==> config.mk <==
export PLATFORM = sky130hd
export DESIGN_NAME = pipe_hazard_ctrl
export DESIGN_NICKNAME = d
export VERILOG_FILES = /design/src/rtl/pipe_hazard_ctrl.sv
export SDC_FILE = /design/constraint.sdc
export NUM_CORES = 1
export LEC_CHECK = 0
export BUFFER_PORTS_ARGS = -buffer_cell sky130_fd_sc_hd__buf_2
export CAP_MARGIN = 20
export CORE_MARGIN = 1
export CORE_UTILIZATION = 35
export CTS_BUF_LIST = sky130_fd_sc_hd__clkbuf_8
export DETAILED_ROUTE_END_ITERATION = 12
export PLACE_DENSITY = 0.62
export SKIP_CTS_REPAIR_TIMING = 1
export SLEW_MARGIN = 20
export SYNTH_ARGS = -nofsm -noshare
export SYNTH_HDL_FRONTEND = slang
export SYNTH_SLANG_ARGS = --single-unit
==> constraint.sdc <==
create_clock -name clk -period 4.6 [get_ports clk]
set_input_delay 0 -clock clk [delete_from_list [all_inputs] [get_ports clk]]
set_output_delay 0 -clock clk [all_outputs]
set_load 0.01 [all_outputs]
==> src/rtl/pipe_hazard_ctrl.sv <==
// pipe_hazard_ctrl
// Pipeline control for the 5-stage RV32I core. Each cycle it decides whether the PC and IF/ID
// advance, hold or flush, and whether ID/EX takes a bubble or the back end freezes.
// Hazard sources: load-use, EX-resolved redirects, fetch misses and data-memory back-pressure.
// Control outputs are combinational; statistics counters saturate at all-ones.
//
// Ports:
//   clk, reset                 clock, synchronous active-high reset
//   id_rs1/id_rs2              source registers of the instruction in ID
//   id_uses_rs1/id_uses_rs2    ID instruction actually reads that source
//   ex_rd, ex_mem_read         destination / is-load of the instruction in EX
//   ex_redirect                one-cycle pulse: taken branch or jump resolved in EX
//   imem_ready                 fetch data valid this cycle
//   dmem_busy                  data memory stalled, freeze the whole pipeline
//   pc_en, if_id_en            PC and IF/ID load enables
//   if_id_flush, id_ex_flush   load NOP / bubble into IF/ID and ID/EX
//   pipe_hold                  freeze ID/EX, EX/MEM, MEM/WB
//   stall_cycles               cycles with pc_en=0 (saturating)
//   flush_events               redirects applied (saturating)
module pipe_hazard_ctrl #(
    parameter int unsigned CNT_W = 16
) (
    input  logic             clk,
    input  logic             reset,
    input  logic [4:0]       id_rs1,
    input  logic [4:0]       id_rs2,
    input  logic             id_uses_rs1,
    input  logic             id_uses_rs2,
    input  logic [4:0]       ex_rd,
    input  logic             ex_mem_read,
    input  logic             ex_redirect,
    input  logic             imem_ready,
    input  logic             dmem_busy,
    output logic             pc_en,
    output logic             if_id_en,
    output logic             if_id_flush,
    output logic             id_ex_flush,
    output logic             pipe_hold,
    output logic [CNT_W-1:0] stall_cycles,
    output logic [CNT_W-1:0] flush_events
);

    typedef enum logic {StRun, StHold} state_e;

    state_e            state_q;
    logic              pend_redirect_q;
    logic [CNT_W-1:0]  stall_q;
    logic [CNT_W-1:0]  flush_q;

    logic load_use;
    logic redir;
    logic apply_redir;

    assign load_use = ex_mem_read && (ex_rd != 5'd0) &&
                      ((id_uses_rs1 && (id_rs1 == ex_rd)) ||
                       (id_uses_rs2 && (id_rs2 == ex_rd)));

    // A pending redirect is only ever captured during a busy cycle, so it can only be
    // observed while the FSM sits in HOLD.
    assign redir       = ex_redirect || (pend_redirect_q && (state_q == StHold));
    assign apply_redir = !reset && !dmem_busy && redir;

    always_comb begin
        pc_en       = 1'b1;
        if_id_en    = 1'b1;
        if_id_flush = 1'b0;
        id_ex_flush = 1'b0;
        pipe_hold   = 1'b0;
        if (reset) begin
            pc_en       = 1'b0;
            if_id_en    = 1'b0;
            if_id_flush = 1'b1;
            id_ex_flush = 1'b1;
        end else if (dmem_busy) begin
            pc_en     = 1'b0;
            if_id_en  = 1'b0;
            pipe_hold = 1'b1;
        end else if (redir) begin
            if_id_flush = 1'b1;
            id_ex_flush = 1'b1;
        end else if (load_use) begin
            pc_en       = 1'b0;
            if_id_en    = 1'b0;
            id_ex_flush = 1'b1;
        end else if (!imem_ready) begin
            // Bubble into ID; if_id_en stays high so the flush is actually loaded.
            pc_en       = 1'b0;
            if_id_flush = 1'b1;
        end
    end

    always_ff @(posedge clk) begin
        if (reset) begin
            state_q         <= StRun;
            pend_redirect_q <= 1'b0;
            stall_q         <= '0;
            flush_q         <= '0;
        end else begin
            state_q <= dmem_busy ? StHold : StRun;
            if (dmem_busy) begin
                if (ex_redirect) begin
                    pend_redirect_q <= 1'b1;
                end
            end else if (redir) begin
                pend_redirect_q <= 1'b0;
            end
            if (!pc_en && (stall_q != '1)) begin
                stall_q <= stall_q + CNT_W'(1);
            end
            if (apply_redir && (flush_q != '1)) begin
                flush_q <= flush_q + CNT_W'(1);
            end
        end
    end

    assign stall_cycles = stall_q;
    assign flush_events = flush_q;

endmodule

==> results of run 1 <==
state kept, by name, summed over array words and instances (netlist names):
signal	count
stall_cycles	16
flush_events	16
state_q	1
pend_redirect_q	1
worst max-delay path, stage by stage (launching register included):
cell      delay (ps)
dfxtp_1          380
ha_1             220
and4_1           190
and4bb_1         240
nor3_2            60
a21oi_4          520
nor3_1           150
mux2_1           330
Yosys cell counts (all sizes together) (4+ instances only):
cell / count / area (sq um)
or3: 7 / 43.8
nor2: 25 / 93.8
nor3: 5 / 30.0
o21ai: 9 / 48.8
and2: 4 / 25.0
nor2b: 6 / 37.5
and4: 5 / 43.8
clkbuf: 5 / 18.8
xor2: 10 / 87.6
o31ai: 5 / 37.5
nand3: 8 / 40.0
a21oi: 18 / 101
dfxtp: 34 / 681
and3: 4 / 25.0
or4: 6 / 45.0
nand4: 9 / 56.3
xnor2: 14 / 123
nand2: 15 / 56.3
report_power, final:
part	total [uW]	switching, uW	internal [uW]
clock	206	105	101
sequential	304	4.99	299
combinational	61.3	34.1	27.1
total	572	144	428
per-stage QoR:
stage | cells | util | setup WS (ps)
2_1_floorplan | 212 | - | 2590
3_3_place_gp | 331 | 0.442 | 2450
3_5_place_dp | 331 | 0.442 | 2400
4_1_cts | 338 | 0.459 | 2380
5_1_grt | 338 | 0.459 | 2210
6_report | 338 | 0.459 | 2410
cells by family after synthesis:
family                   synth area share
buffers and inverters              0.0292
multiplexers                       0.0237
AND/OR/NAND/NOR                     0.299
flip-flops                          0.379
AO/OA/AOI/OAI                       0.139
XOR/XNOR                            0.117
adder cells (fa/ha/maj)            0.0139
how the worst min path moves through the flow:
stage | startpoint | endpoint | slack (ps) | depth (start not counted)
after global placement | ex_redirect | pend_redirect_q$_SDFFE_PP0P_ | 300 | 3
after detailed placement | ex_redirect | pend_redirect_q$_SDFFE_PP0P_ | 320 | 3
after floorplan | dmem_busy | id_ex_flush | 90 | 1
after CTS | ex_redirect | pend_redirect_q$_SDFFE_PP0P_ | 20 | 3
final | ex_redirect | pend_redirect_q$_SDFFE_PP0P_ | 20 | 3
after global routing | ex_redirect | pend_redirect_q$_SDFFE_PP0P_ | 20 | 3
placed cells by master, fill, tap and decap left out, drive strengths merged, types with 6 or more instances in the layout:
cell type,Yosys,layout
buf,2,59
dfxtp,34,34
nor2,25,25
a21oi,18,18
nand2,15,15
xnor2,14,14
xor2,10,10
nand4,9,9
o21ai,9,9
nand3,8,8
or3,7,7
or4,6,6
nor2b,6,6
layer usage:
| metal | up-vias | GRT usage | wire length, microns |
|---|---|---|---|
| met5 | - | 0 | 0 |
| met4 | 0 | 0.0598 | 51 |
| met3 | 6 | 0.0480 | 245 |
| met2 | 53 | 0.242 | 1760 |
| met1 | 769 | 0.203 | 1980 |
| li1 | 880 | - | - |
layout make-up:
| type | instances | area (sq um) | share of cell area |
|---|---|---|---|
| clock inverters | 2 | 10.0 | 0.00453 |
| multi-input cells | 169 | 1060 | 0.481 |
| clock buffers | 5 | 68.8 | 0.0311 |
| repair buffers | 59 | 295 | 0.134 |
| flip-flops and latches | 34 | 681 | 0.308 |
| inverters | 2 | 7.51 | 0.00340 |
| well taps | 67 | 83.8 | 0.0379 |
==> results.md, run 1 <==
- DRT antenna net count: 0
- Die area: 0.00542 sq mm
- Clk slew on worst S/H paths: roughly 70 ps
- Die width: ~74 microns
- WS Path Type: flop to flop
- Tightest hold margin: roughly 21 ps
- Post-synth top flop: dfxtp_1
- Crit Reg-Reg Endpoint: stall_cycles[9]$_SDFFE_PP0P_
- Area after DPL: around 0.0021 sq mm
- Final Net Count: 296
- Die H: about 74 microns
- TritonCTS Buffers: 5
- Lkg Pwr: between 0.0009 and 0.001 uW
- Final Routed Wirelength: a little over 4 mm
- Detail Placement HPWL: roughly 3.0 mm
- Fraction of registers with async set/reset: 0
- DR pass1 iterations: 4
- Fin Clk Skew: ~11 ps
- CTS sink cnt: 34
- Worst skew pair latency: 290 ps
- Slew @ Worst Pin: ~700 ps
- Pwr Density: about 260 mW/mm^2
- Period utilisation layout: 0.477
- Overall Power: ~570 uW
- CTS tree: yes
- Maximum vdd drop: approximately 130 uV
- Worst min path class: input pin to flop
- DRC Markers: 0
- Setup TNS: 0 ps
- Synthesized area: around 0.0018 sq mm
- Final hold violations: 0
- Fillers: 504
- Reg2Reg Setup Slack: 2410 ps
- Syn Area/Cell: 8.48 sq um
- Seq/Total Area, Yosys: 0.379
- Total global-route track usage: 0.156
- Ant diodes: 0
- Port Buffers: between 50 and 60
- Synth warn: 0
- Layout cells sized above 1: 0.258
- R2R depth: 7
- Vias per cell: around 5.1
- Core Area: about 0.0048 sq mm
- Routed WL per cell: 12.0 microns
- Max-slew violations: 0
- Final setup vio count: 0
- Yosys cell types: 39
- Starting Density: 0.373
- Minimum clock period: about 2200 ps
- Slew headroom: 0.521
- Initial antenna violation count: 0
- Cells after Synth: between 200 and 250
- Initial detailed-routing violation count: between 70 and 80
- Pin count of the biggest net entering global routing: 41
- Vias in the first global route: ~1500
- Cell area after layout: approximately 0.0022 sq mm
- Crit path launch: stall_cycles[0]$_SDFFE_PP0P_
- Worst Path Required: approximately 4800 ps
- Crit path to: stall_cycles[9]$_SDFFE_PP0P_
- Syn_nets: 237
- Synth-to-Final Area Change: 23.0%
- RSZ-0062 raised after global routing: no
- Crit Reg-Reg Startpoint: stall_cycles[0]$_SDFFE_PP0P_
- Max cap viols: 0
- Via count: 1708
- # H-tree levels: 2
- Critical Path Sink Type: flop
- Critical Path Start Type: flop
- IO Pins: 60
- Status: finished clean
- First-pass GRT wire length: 6.53 mm
- Rows: 25
- CP Max Fanout: 28
- CP arrival: around 2400 ps
- Clock Tree Buf Depth: 2
- Gp weighted congestion: 0.727
- Root buf cell: clkbuf_8
- Overflow after GRT: 0
- Number of synthesized flops with an enable pin: 0
- Fmax: 456 MHz
- Yosys reg bits: 34
(Power assumes the default switching activity.)
==> run 2, diff against run 1 <==
Clock period 4.6 ns to 2.2 ns, I/O delays scaled along.
==> run 2 against run 1 <==
Highest routed layer unchanged. Non-clock buffer count up 5. Critical endpoint is now stall_cycles[13]$_SDFFE_PP0P_. Setup slack worse by 2400 ps. Combinational power up 130%. Clock skew down 4.9 ps. Wire length up 8.5%.
==> results.md, run 2 (same netlist as run 1, synthesis figures left out) <==
- Critical Path Start Type: flop
- CTS tree: yes
- Final setup margin: ~38 ps
- Max cap viols: 0
- First-pass GRT wire length: approximately 6.6 mm
- CTS sink cnt: 34
- Total global-route track usage: 0.161
- Via count: approximately 1800
- Pin count of the biggest net entering global routing: 29
- Die width: around 74 microns
- Power share of the combinational group: 0.107
- Worst skew pair latency: approximately 280 ps
- Initial antenna violation count: 0
- Vias per cell: 5.06
- Detail Placement HPWL: around 3.1 mm
- Synth-to-Final Area Change: 29.2%
- Clock share of power: 0.410
- Ant diodes: 0
- TritonCTS Buffers: 5
- P_int: approximately 1000 uW
- Fmax: 463 MHz
- Critical Path Sink Type: flop
- Minimum clock period: about 2200 ps
- WS Path Type: flop to flop
- IO Pins: 60
- Pwr Density: roughly 570 mW/mm^2
- Max-slew violations: 0
- Tightest hold margin: about 16 ps
- Core Area: around 0.0048 sq mm
- Die H: 73.7 microns
- Worst min path class: input pin to flop
- Lkg Pwr: a little under 0.001 uW
- Starting Density: 0.373
- # H-tree levels: 2
- Slew @ Worst Pin: between 600 and 700 ps
- Die area: between 0.005 and 0.006 sq mm
- Final setup vio count: 0
- Period utilisation layout: 0.983
- Final hold violations: 0
- Root buf cell: clkbuf_8
- Final Net Count: 303
- Clock Tree Buf Depth: 2
- CP arrival: ~2300 ps
- Setup WS pre-CTS: ~67 ps
- Worst Path Required: between 2000 and 2500 ps
- Status: finished clean
- DR pass1 iterations: 4
- Fin Clk Skew: between 5 and 6 ps
- Routed WL per cell: around 13 microns
- Most frequent cells in the layout: buf_2, dfxtp_1, nor2_1
- Overall Power: roughly 1300 uW
- Gp weighted congestion: approximately 0.74
- Final Routed Wirelength: 4.39 mm
- Final core utilization: 0.482
- Flop pwr share: 0.483
- Rows: 25
- Maximum vdd drop: about 360 uV
- Net switching fraction of the power: 0.237
- Port Buffers: 59
- Clk slew on worst S/H paths: roughly 70 ps
- Slew headroom: 0.538
- Initial detailed-routing violation count: 42
- Net Sw Power: 312 uW
- DRT antenna net count: 0
- Layout cells sized above 1: 0.294
- Fillers: ~500
- Most common cell after layout, fill and taps aside: buf_2
- CP Max Fanout: 5
- DRC Markers: 0
- Overflow after GRT: 0
- Vias in the first global route: ~1500
## run 2: power groups by stage
| stage | Clock, uW | Sequential [uW] | Combinational [uW] |
|---|---|---|---|
| final | 541 | 637 | 142 |
| after global routing | 579 | 639 | 158 |
| after CTS | 560 | 636 | 135 |
| after detailed placement | 0 | 650 | 134 |
| after global placement | 0 | 649 | 132 |
| after floorplan | 0 | 652 | 78.1 |
## run 2: cell type report
cell class | instances | area (sq um) | area share
timing repair buffer | 64 | 333 | 0.143
multi-input combinational | 171 | 1110 | 0.476
tap | 67 | 83.8 | 0.0361
sequential | 34 | 682 | 0.294
clock buffer | 8 | 110 | 0.0474
inverter | 2 | 7.51 | 0.00323
## run 2: critical path: stages (launching register included)
cell and delay [ps]:
dfxtp_2 340, ha_2 200, and4_1 210, and4bb_1 250
nor3_4 280, a21oi_4 110, nor4_2 300, mux2_1 360
## run 2: worst paths after layout
kind,cells after the start,from,slack (ps),end
worst min-delay path,3,ex_redirect,20,pend_redirect_q$_SDFFE_PP0P_
worst max-delay path,7,stall_cycles[0]$_SDFFE_PP0P_,40,stall_cycles[13]$_SDFFE_PP0P_
worst min register to register,2,stall_cycles[6]$_SDFFE_PP0P_,510,stall_cycles[6]$_SDFFE_PP0P_
worst max register to register,7,stall_cycles[0]$_SDFFE_PP0P_,40,stall_cycles[13]$_SDFFE_PP0P_
## run 2: through the flow
| step | cell area [sq um] | cells | setup TNS (ps) |
|---|---|---|---|
| after floorplan | 1800 | 212 | 0 |
| after global placement | 2160 | 335 | 0 |
| after detailed placement | 2160 | 335 | 0 |
| after CTS | 2270 | 343 | 0 |
| after global routing | 2320 | 346 | -123 |
| final | 2320 | 346 | 0 |
## run 2: per-layer routing
| metal | up-vias | part of all wire | GRT usage |
|---|---|---|---|
| li1 | 905 | - | - |
| met1 | 790 | 0.46 | 0.193 |
| met2 | 51 | 0.46 | 0.268 |
| met3 | 5 | 0.067 | 0.0508 |
| met4 | 0 | 0.013 | 0.0641 |
| met5 | - | 0 | 0 |
